## config.mk

```make
export PLATFORM = sky130hd
export DESIGN_NAME = arb_out_buffer_flat
export DESIGN_NICKNAME = d
export VERILOG_FILES = /design/src/rtl/daq_stream_pkg.sv /design/src/rtl/arb_out_buffer_if.sv /design/src/rtl/arb_out_buffer_ram.sv /design/src/rtl/arb_out_buffer.sv /design/src/flat_wrapper.sv
export SDC_FILE = /design/constraint.sdc
export NUM_CORES = 1
export LEC_CHECK = 0
export ABC_AREA = 0
export BUFFER_PORTS_ARGS = -buffer_cell sky130_fd_sc_hd__buf_2
export CAP_MARGIN = 30
export CORE_MARGIN = 4
export CORE_UTILIZATION = 40
export CTS_CLUSTER_SIZE = 14
export DETAILED_ROUTE_END_ITERATION = 10
export SLEW_MARGIN = 20
export SYNTH_ARGS = -nofsm -noshare
export SYNTH_HDL_FRONTEND = slang
export SYNTH_SLANG_ARGS = --single-unit
```

## constraint.sdc

```tcl
create_clock -name BUS_CLK -period 15.4 [get_ports BUS_CLK]
set_input_delay 0.77 -clock BUS_CLK [delete_from_list [all_inputs] [get_ports BUS_CLK]]
set_output_delay 0.77 -clock BUS_CLK [all_outputs]
set_load 0.02 [all_outputs]
```

## src/rtl/daq_stream_pkg.sv

```systemverilog
// rtl/daq_stream_pkg.sv - shared widths and helpers for the DAQ readout stream blocks
package daq_stream_pkg;

    localparam int DEF_DATA_WIDTH = 32;
    localparam int LOST_CNT_W     = 16;
    localparam int WORD_CNT_W     = 32;

    // Saturating increment for the lost-word counter; sticks at all-ones.
    function automatic logic [LOST_CNT_W-1:0] lost_cnt_inc(input logic [LOST_CNT_W-1:0] v);
        return (&v) ? v : v + 1'b1;
    endfunction

endpackage

```

## src/rtl/arb_out_buffer_if.sv

```systemverilog
// rtl/arb_out_buffer_if.sv - arbiter-side and FIFO-side stream signals of the output buffer
interface arb_out_buffer_if
    import daq_stream_pkg::*;
#(
    parameter int DATA_WIDTH = DEF_DATA_WIDTH
);

    logic                  IN_WRITE;
    logic [DATA_WIDTH-1:0] IN_DATA;
    logic                  IN_READY;
    logic                  OUT_WRITE;
    logic [DATA_WIDTH-1:0] OUT_DATA;
    logic                  OUT_FULL;
    logic                  OUT_NEAR_FULL;

    // Environment: arbiter writes in, external FIFO reports its fill state.
    modport master (
        output IN_WRITE, IN_DATA, OUT_FULL, OUT_NEAR_FULL,
        input  IN_READY, OUT_WRITE, OUT_DATA
    );

    // The buffer itself.
    modport slave (
        input  IN_WRITE, IN_DATA, OUT_FULL, OUT_NEAR_FULL,
        output IN_READY, OUT_WRITE, OUT_DATA
    );

endinterface

```

## src/rtl/arb_out_buffer_ram.sv

```systemverilog
// rtl/arb_out_buffer_ram.sv - DEPTH x DATA_WIDTH storage, one write port, one registered read port
module arb_out_buffer_ram #(
    parameter int DEPTH      = 16,
    parameter int DATA_WIDTH = 32
) (
    input  logic                     clk,
    input  logic                     wr_en,
    input  logic [$clog2(DEPTH)-1:0] wr_addr,
    input  logic [DATA_WIDTH-1:0]    wr_data,
    input  logic                     rd_en,
    input  logic [$clog2(DEPTH)-1:0] rd_addr,
    output logic [DATA_WIDTH-1:0]    rd_data
);

    logic [DATA_WIDTH-1:0] mem [DEPTH];
    logic [DATA_WIDTH-1:0] rd_data_q;

    // Write port; contents survive reset.
    always_ff @(posedge clk) begin
        if (wr_en) begin
            mem[wr_addr] <= wr_data;
        end
    end

    // Read port returns the old entry when the same address is written this edge.
    always_ff @(posedge clk) begin
        if (rd_en) begin
            rd_data_q <= mem[rd_addr];
        end
    end

    assign rd_data = rd_data_q;

endmodule

```

## src/rtl/arb_out_buffer.sv

```systemverilog
// rtl/arb_out_buffer.sv - elastic buffer between the round-robin arbiter and the readout FIFO
module arb_out_buffer
    import daq_stream_pkg::*;
#(
    parameter int DEPTH      = 16,
    parameter int MARGIN     = 2,
    parameter int DATA_WIDTH = DEF_DATA_WIDTH
) (
    input  logic                     BUS_CLK,
    input  logic                     BUS_RST_N,
    arb_out_buffer_if.slave          bus,
    input  logic                     CLR_CNT,
    output logic [$clog2(DEPTH):0]   LEVEL,
    output logic [WORD_CNT_W-1:0]    WORD_CNT,
    output logic [LOST_CNT_W-1:0]    LOST_CNT,
    output logic                     OVERFLOW
);

    localparam int AW = $clog2(DEPTH);
    typedef logic [AW:0] ptr_t;

    ptr_t                  wr_ptr_q, wr_ptr_d;
    ptr_t                  rd_ptr_q, rd_ptr_d;
    ptr_t                  level, level_d;
    logic                  pop, push, drop;
    logic                  out_write_q, out_write_d;
    logic                  in_ready_q, in_ready_d;
    logic                  data_seen_q, data_seen_d;
    logic [WORD_CNT_W-1:0] word_cnt_q, word_cnt_d;
    logic [LOST_CNT_W-1:0] lost_cnt_q, lost_cnt_d;
    logic                  overflow_q, overflow_d;
    logic [DATA_WIDTH-1:0] ram_rdata;

    // Occupancy and the per-cycle push/pop/drop decisions.
    always_comb begin
        level = wr_ptr_q - rd_ptr_q;
        pop   = (level != '0) && !bus.OUT_FULL;
        push  = bus.IN_WRITE && ((level < ptr_t'(DEPTH)) || pop);
        drop  = bus.IN_WRITE && !push;
    end

    // Next-state for pointers, registered outputs, ready and status counters.
    always_comb begin
        wr_ptr_d    = push ? wr_ptr_q + 1'b1 : wr_ptr_q;
        rd_ptr_d    = pop  ? rd_ptr_q + 1'b1 : rd_ptr_q;
        level_d     = wr_ptr_d - rd_ptr_d;
        out_write_d = pop;
        // OUT_DATA reads 0 until the RAM output register has been loaded once.
        data_seen_d = data_seen_q | pop;
        // Margin absorbs the one cycle the arbiter needs to see READY fall.
        in_ready_d  = !bus.OUT_NEAR_FULL && ((ptr_t'(DEPTH) - level_d) > ptr_t'(MARGIN));

        word_cnt_d  = out_write_q ? word_cnt_q + 1'b1 : word_cnt_q;
        lost_cnt_d  = drop ? lost_cnt_inc(lost_cnt_q) : lost_cnt_q;
        overflow_d  = overflow_q | drop;
        if (CLR_CNT) begin
            word_cnt_d = '0;
            lost_cnt_d = '0;
            overflow_d = 1'b0;
        end
    end

    // State registers; buffered words are discarded by clearing the pointers.
    always_ff @(posedge BUS_CLK) begin
        if (!BUS_RST_N) begin
            wr_ptr_q    <= '0;
            rd_ptr_q    <= '0;
            out_write_q <= 1'b0;
            in_ready_q  <= 1'b0;
            data_seen_q <= 1'b0;
            word_cnt_q  <= '0;
            lost_cnt_q  <= '0;
            overflow_q  <= 1'b0;
        end else begin
            wr_ptr_q    <= wr_ptr_d;
            rd_ptr_q    <= rd_ptr_d;
            out_write_q <= out_write_d;
            in_ready_q  <= in_ready_d;
            data_seen_q <= data_seen_d;
            word_cnt_q  <= word_cnt_d;
            lost_cnt_q  <= lost_cnt_d;
            overflow_q  <= overflow_d;
        end
    end

    arb_out_buffer_ram #(
        .DEPTH      (DEPTH),
        .DATA_WIDTH (DATA_WIDTH)
    ) u_ram (
        .clk     (BUS_CLK),
        .wr_en   (push),
        .wr_addr (wr_ptr_q[AW-1:0]),
        .wr_data (bus.IN_DATA),
        .rd_en   (pop),
        .rd_addr (rd_ptr_q[AW-1:0]),
        .rd_data (ram_rdata)
    );

    assign bus.IN_READY  = in_ready_q;
    assign bus.OUT_WRITE = out_write_q;
    assign bus.OUT_DATA  = data_seen_q ? ram_rdata : '0;
    assign LEVEL         = level;
    assign WORD_CNT      = word_cnt_q;
    assign LOST_CNT      = lost_cnt_q;
    assign OVERFLOW      = overflow_q;

endmodule

```

## src/flat_wrapper.sv

```systemverilog
// flat-port wrapper written by rule: the top's interface ports become plain ports
module arb_out_buffer_flat import daq_stream_pkg::*;
#(
    parameter int DEPTH      = 16,
    parameter int MARGIN     = 2,
    parameter int DATA_WIDTH = DEF_DATA_WIDTH
)
  (BUS_CLK, BUS_RST_N, CLR_CNT, LEVEL, WORD_CNT, LOST_CNT, OVERFLOW, bus_IN_WRITE, bus_IN_DATA, bus_OUT_FULL, bus_OUT_NEAR_FULL, bus_IN_READY, bus_OUT_WRITE, bus_OUT_DATA);
  arb_out_buffer_if #(.DATA_WIDTH(DATA_WIDTH)) bus_i ();
  input  logic BUS_CLK;
  input  logic BUS_RST_N;
  input  logic CLR_CNT;
  output logic [$clog2(DEPTH):0] LEVEL;
  output logic [WORD_CNT_W-1:0] WORD_CNT;
  output logic [LOST_CNT_W-1:0] LOST_CNT;
  output logic OVERFLOW;
  input wire logic [$bits(bus_i.IN_WRITE)-1:0] bus_IN_WRITE;
  input wire logic [$bits(bus_i.IN_DATA)-1:0] bus_IN_DATA;
  input wire logic [$bits(bus_i.OUT_FULL)-1:0] bus_OUT_FULL;
  input wire logic [$bits(bus_i.OUT_NEAR_FULL)-1:0] bus_OUT_NEAR_FULL;
  output wire logic [$bits(bus_i.IN_READY)-1:0] bus_IN_READY;
  output wire logic [$bits(bus_i.OUT_WRITE)-1:0] bus_OUT_WRITE;
  output wire logic [$bits(bus_i.OUT_DATA)-1:0] bus_OUT_DATA;
  assign bus_i.IN_WRITE = bus_IN_WRITE;
  assign bus_i.IN_DATA = bus_IN_DATA;
  assign bus_i.OUT_FULL = bus_OUT_FULL;
  assign bus_i.OUT_NEAR_FULL = bus_OUT_NEAR_FULL;
  assign bus_IN_READY = bus_i.IN_READY;
  assign bus_OUT_WRITE = bus_i.OUT_WRITE;
  assign bus_OUT_DATA = bus_i.OUT_DATA;
  arb_out_buffer #(.DEPTH(DEPTH), .MARGIN(MARGIN), .DATA_WIDTH(DATA_WIDTH)) u_core (.BUS_CLK(BUS_CLK), .BUS_RST_N(BUS_RST_N), .bus(bus_i), .CLR_CNT(CLR_CNT), .LEVEL(LEVEL), .WORD_CNT(WORD_CNT), .LOST_CNT(LOST_CNT), .OVERFLOW(OVERFLOW));
endmodule
```

# Yosys cells after proc, flatten, opt, wreduce, memory -nomap -nowiden
# Memory sizes are Yosys's and may differ from the RTL's. A register that Yosys moved wholly into a read port is not among the register bits.
# Cells that the tools add are included.
[word_totals] register_bits=62 ram_bits=512 input_bits=38 output_inout_bits=88 wordCells=39 n_memories=1
[op_classes] add_sub_neg=7 magnitude_cmp=2 n_mux=5 n_bitwise=4 reduce_logical=12
[mem_list] memory="u_core.u_ram.mem" depth=16 word_bits=32 read_ports=1 rd_ports_with_merged_regs=1 write_ports=1 line_no="arb_out_buffer_ram.sv:15" source="logic [DATA_WIDTH-1:0] mem [DEPTH];"
[op_table] op="$add 32x1->32 const B" count=1
[op_table] op="$mux 32" count=1
[op_table] op="$add 16x1->16 const B" count=1
[op_table] op="$reduce_and 16->1" count=1
[op_table] op="$add 5x1->5 const B" count=2
[op_table] op="$mux 5" count=2
[op_table] op="$sub 5x5->5" count=2
[op_table] op="$gt 5x2->1 const B" count=1
[op_table] op="$lt 5x5->1 const B" count=1
[op_table] op="$reduce_bool 5->1" count=1
[op_table] op="$sub 5x5->5 const A" count=1
[op_table] op="$logic_and 1x1->1" count=4
[op_table] op="$logic_not 1->1" count=3
[op_table] op="$mux 1" count=2
[op_table] op="$not 1->1" count=2
[op_table] op="$or 1x1->1" count=2
[op_table] op="$reduce_and 2->1" count=1
[op_table] op="$reduce_or 2->1" count=1
[op_table] op="$logic_or 1x1->1" count=1

# Depth between registers and ports, before layout
[logic_depth] ltp_word=10 mapped_depth=19 depth_no_buf=17

# Hierarchy
# A second synthesis with hierarchy kept.
[unflattened] hier_cells=1224 hier_area_um2=23669.0
[modules_own_cells] module="arb_out_buffer_ram" instances=1 cells_per_inst=838 area_each_um2=20174.3 seq_area_each_um2=16335.7
[modules_own_cells] module="arb_out_buffer" instances=1 cells_per_inst=386 area_each_um2=3494.6 seq_area_each_um2=1241.2

# Least setup slack after synthesis
# No wires, ideal clock.
[synth_timing] path_kind="reg-to-reg" startpoint="register u_core.rd_ptr_q[2]" endpoint="register u_core.in_ready_q (netlist: u_core.bus.IN_READY)" setup_ps=115 arrival_time_ps=5148 required_ps=15285 setup_slack_ps=10138 stages_incl_launch_ff=16 path_buffers=1 period_less_slack_ps=5262 cell_sequence="dfxtp_1 inv_2 buf_1 ha_1 xnor2_1 nor3_1 a31oi_2 mux2_2 ha_1 ha_1 a21o_1 a21oi_1 xnor2_1 and3_1 or2_0 a2111oi_0"
[synth_between] elab_cells_between_ends=13 classes_between="add/sub (4); order compare (2); mux (2); reduce/logical (5)"
[synth_lines] element="start: declaration" line_no="arb_out_buffer.sv:23" source="ptr_t rd_ptr_q, rd_ptr_d;"
[synth_lines] element="start signal: assignment" line_no="arb_out_buffer.sv:76" source="rd_ptr_q <= rd_ptr_d;"
[synth_lines] element="$sub 5x5->5" line_no="arb_out_buffer.sv:36" source="level = wr_ptr_q - rd_ptr_q;"
[synth_lines] element="net LEVEL[2]" line_no="flat_wrapper.sv:13" source="output logic [$clog2(DEPTH):0] LEVEL;"
[synth_lines] element="$reduce_bool 5->1" line_no="arb_out_buffer.sv:37" source="pop = (level != '0) && !bus.OUT_FULL;"
[synth_lines] element="$logic_and 1x1->1" line_no="arb_out_buffer.sv:37"
[synth_lines] element="net u_core.out_write_d" line_no="arb_out_buffer.sv:26" source="logic out_write_q, out_write_d;"
[synth_lines] element="$mux 5" line_no="arb_out_buffer.sv:45" source="rd_ptr_d = pop ? rd_ptr_q + 1'b1 : rd_ptr_q;"
[synth_lines] element="net u_core.rd_ptr_d[1]" line_no="arb_out_buffer.sv:23"
[synth_lines] element="$sub 5x5->5" line_no="arb_out_buffer.sv:46" source="level_d = wr_ptr_d - rd_ptr_d;"
[synth_lines] element="$sub 5x5->5" line_no="arb_out_buffer.sv:51" source="in_ready_d = !bus.OUT_NEAR_FULL && ((ptr_t'(DEPTH) - level_d) > ptr_t'(MARGIN));"
[synth_lines] element="$gt 5x2->1" line_no="arb_out_buffer.sv:51"
[synth_lines] element="$logic_and 1x1->1" line_no="arb_out_buffer.sv:51"
[synth_lines] element="end signal: assignment" line_no="arb_out_buffer.sv:78" source="in_ready_q <= in_ready_d;"
[synth_lines] element="end: declaration" line_no="arb_out_buffer.sv:27" source="logic in_ready_q, in_ready_d;"
# The timed path passes the listed nets, and every way through them passes these cells.
# A chain may end at the register's enable or synchronous reset.

# Final worst setup path
[layout_timing] startpoint="register u_core.rd_ptr_q[0]" endpoint="register u_core.in_ready_q (netlist: u_core.bus.IN_READY)"
[layout_between] elab_cells_between_ends=13 classes_between="add/sub (4); order compare (2); mux (2); reduce/logical (5)"
[layout_lines] element="$sub 5x5->5" line_no="arb_out_buffer.sv:36"
[layout_lines] element="$reduce_bool 5->1" line_no="arb_out_buffer.sv:37"
[layout_lines] element="$logic_and 1x1->1" line_no="arb_out_buffer.sv:37"
[layout_lines] element="net u_core.out_write_d" line_no="arb_out_buffer.sv:26"
[layout_lines] element="$mux 5" line_no="arb_out_buffer.sv:45"
[layout_lines] element="net u_core.rd_ptr_d[1]" line_no="arb_out_buffer.sv:23"
[layout_lines] element="$sub 5x5->5" line_no="arb_out_buffer.sv:46"
[layout_lines] element="$sub 5x5->5" line_no="arb_out_buffer.sv:51"
[layout_lines] element="$gt 5x2->1" line_no="arb_out_buffer.sv:51"
[layout_lines] element="$logic_and 1x1->1" line_no="arb_out_buffer.sv:51"
# The timed path passes the listed nets, and every way through them passes these cells.

==> metrics.yaml <==
status: "finished, final reports clean"
path_clk_slew_ps: 60
pwr-share-comb_pct: 21.4
worst_pin_slew_ps: 919.6
async_flop_share_pct: 0
gp_congestion: 0.7707
synth_area_per_cell_um2: 20.29
holdPathEnd: "u_core.bus.IN_READY"
p_per_area_mw_per_mm2: 161.0
core_mm2: 0.05803
power_switching_uw: 1158
dp_slack_ps: 10430
slowest_delay_ps: 610
power_frac_seq_pct: 44.7
min_period_over_period_pct: 31.74
timing.critical_path.buf_inv: 1
synth_top_family_by_area: "multiplexers"
drc: 0
worstHoldStart: "bus_OUT_NEAR_FULL"
die_h_um: 250.8
ant_nets: 0
ctsRootBufferMaster: "clkbuf_16"
hold_viol: 0
track_usage_pct: 16.21
cts_tree: "done"
port_buffers: 125
cts_setup_buffers: 0
ys_top_cells_by_area: "edfxtp_1 69%, mux4_2 15%, dfxtp_1 5.3%"
r2r_slack_ps: 10510
crit_type: "flop to flop"
wl_per_cell_um: 23.76
fin_setup_tns_ps: 0
yosysWarnings: 0
place_area_mm2: 0.02535
synth.largest_area_cell: "edfxtp_1"
max-vdd-ir-drop_uv: 88.61
cp-end-kind: "flop"
skew_ps: 32.88
grt_first_pass_wirelength_mm: 77.53
dieArea_mm2: 0.06289
setup_slack_ps: 10510
cts_buffer_depth: 3
drt_wl_total_mm: 50.87
holdCritPathClass: "input port to flop"
synth-xor-area-share_pct: 1.746
globalRoute.totalOverflow: 0
p_sw_share_pct: 26.23
finalNetCount: 1382
cp-start-kind: "flop"
yosysTopAreaCellShare_pct: 69.29
synth_ff_type: "edfxtp_1"
hpwl_mm: 27.99
cp_slowest_cell: "buf_4"
crit_path_cell_trace: "ha_1 > fa_1 > nand2b_1 > a21o_1 > xnor2_1 > a31oi_4 > buf_4 > mux2_2 > ha_1 > ha_1 > a21o_1 > a21oi_1 > xnor2_1 > and3_1 > or2_0 > a2111oi_0"
internal-power_uw: 3256
post-route-cell-area_mm2: 0.02741
numCtsBuffers: 59
vias_per_cell: 5.344
crit_top_cell: "ha_1"
yosysSeqAreaShare_pct: 74.56
crit_path_start: "u_core.rd_ptr_q[0]"
synthesis.nets: 1220
first_pass_iters: 5
drt_iter0_drc: 932
antenna_found_initial: 2
synth.area.mux_share_pct: 15.50
r2r_end: "u_core.bus.IN_READY"
clock_sinks: 606
clk_latency_ps: 630
reg2reg_from: "u_core.rd_ptr_q[0]"
crit_path_max_fanout: 38
post_cts_resized: 0
synth_fa_ha_area_share_pct: 1.125
p_leak_uw: 0.008929
drive_gt1_share_pct: 31.49
num_vias: 11440
fillers: 4797
finalSetupViolCount: 0
synth_edf_count: 544
ys_types: 49
postCtsHoldBufs: 0
p_clk_share_pct: 33.8
grt_pass1_vias: 12070
whs_ps: 352.8
whs_path_depth: 2
cp.required_ps: 15910
crit_family: "adder cells"
rows: 88
ys_seq_elements: 606
syn_inst: 1162
synth_area_mm2: 0.02358
total_power_uw: 4413
synthSimpleGateAreaFrac_pct: 4.660
fmax_ghz: 0.2046
reg2reg_depth: 16
relSlewSlack_pct: 38.69
grt_max_degree: 63
ios: 126
cp.arrival_ps: 5400
cts_htree_levels: 2
drv_slew: 0
fin_crit_ps: 4888
cap_violations: 0
initial_core_util_pct: 40.63
synth-compound-area-share_pct: 1.189
fp.dieW_um: 250.8
area_delta_synth_final_pct: 16.25
grt_setup_unrepaired: "no"
## worst max-delay path by stage
stage,end,slack [ps],depth (start not counted)
finish,u_core.bus.IN_READY,10510,16
global route,u_core.bus.IN_READY,10100,16
CTS,u_core.bus.IN_READY,10420,16
detailed placement,u_core.bus.IN_READY,10430,16
global placement,u_core.bus.IN_READY,10600,16
floorplan,u_core.bus.IN_READY,10140,15
## placed cells by master, fill, tap and decap left out, types with 4 or more instances in the layout
master,n
edfxtp_1,544
mux4_2,160
buf_2,125
clkbuf_16,59
dfxtp_1,59
nor2_1,55
and2_1,41
xor2_1,27
nand2_1,25
buf_4,23
xnor2_1,20
clkinv_1,19
nand3_1,18
ha_1,18
inv_1,16
a21oi_1,15
and3_1,13
nand4_1,12
clkinv_2,10
bufinv_16,10
nor2_4,7
o21ai_0,6
and2_2,5
or3_1,5
clkbuf_1,5
clkinvlp_4,5
nand2b_1,4
mux2i_1,4
nor3_2,4
and4_1,4
o31ai_1,4
or4_1,4
## logic make-up after synthesis
family | Yosys count
AO/OA/AOI/OAI | 40
buffers and inverters | 73
XOR/XNOR | 47
multiplexers | 165
flip-flops | 606
adder cells (fa/ha/maj) | 20
AND/OR/NAND/NOR | 211
## through the flow
stage	util, %	std cells
6_report	47.23	2141
2_1_floorplan	-	1162
4_1_cts	47.22	2139
3_3_place_gp	43.45	2021
3_5_place_dp	43.69	2027
5_1_grt	47.22	2140
## per-layer routing
| layer | part of all wire (%) | wire [um] | up-vias | global-route usage [%] |
|---|---|---|---|---|
| li1 | - | - | 5040 | - |
| met1 | 44 | 22360 | 6057 | 22.66 |
| met2 | 49 | 25170 | 285 | 27.07 |
| met3 | 4.8 | 2446 | 58 | 2.586 |
| met4 | 1.7 | 884 | 2 | 3.883 |
| met5 | 0.022 | 11 | - | 0 |
## power groups by stage
stage,clock network [uW],registers (uW),logic [uW]
finish,1490,1970,946
global route,1600,1990,1030
CTS,1530,1980,972
detailed placement,0,2010,970
global placement,0,2010,951
floorplan,0,1980,706
## sequential cells by signal, indices dropped and copies added (netlist names)
signal,count
u_core.OVERFLOW,1
u_core.LOST_CNT,16
u_core.WORD_CNT,32
u_core.rd_ptr_q,5
u_core.u_ram.mem,512
u_core.data_seen_q,1
u_core.u_ram.rd_data,32
u_core.bus.OUT_WRITE,1
u_core.wr_ptr_q,5
u_core.bus.IN_READY,1
## final cells by class
type	count	area [um^2]	area share, %
sequential	606	17590	64.17
multi-input combinational	483	5798	21.16
clock buffer	64	1495	5.456
tap	765	957.2	3.493
timing repair buffer	155	945.9	3.452
clock inverter	48	549.3	2.004
inverter	19	71.32	0.2602
antenna	1	2.502	0.009131
## synth_stat cells (all sizes together), types with 4 or more instances
cell	number
or4	4
xnor2	20
and2	46
and4	4
nor2	62
dfxtp	62
or3	5
mux2i	4
o21ai	6
nand2	25
nor3	7
buf	17
mux4	160
and3	13
nand4	12
a21oi	16
ha	18
nand3	18
o31ai	4
clkbuf	37
edfxtp	544
xor2	27
inv	18
nand2b	4
Note: power is estimated with default switching activity, not from simulation.
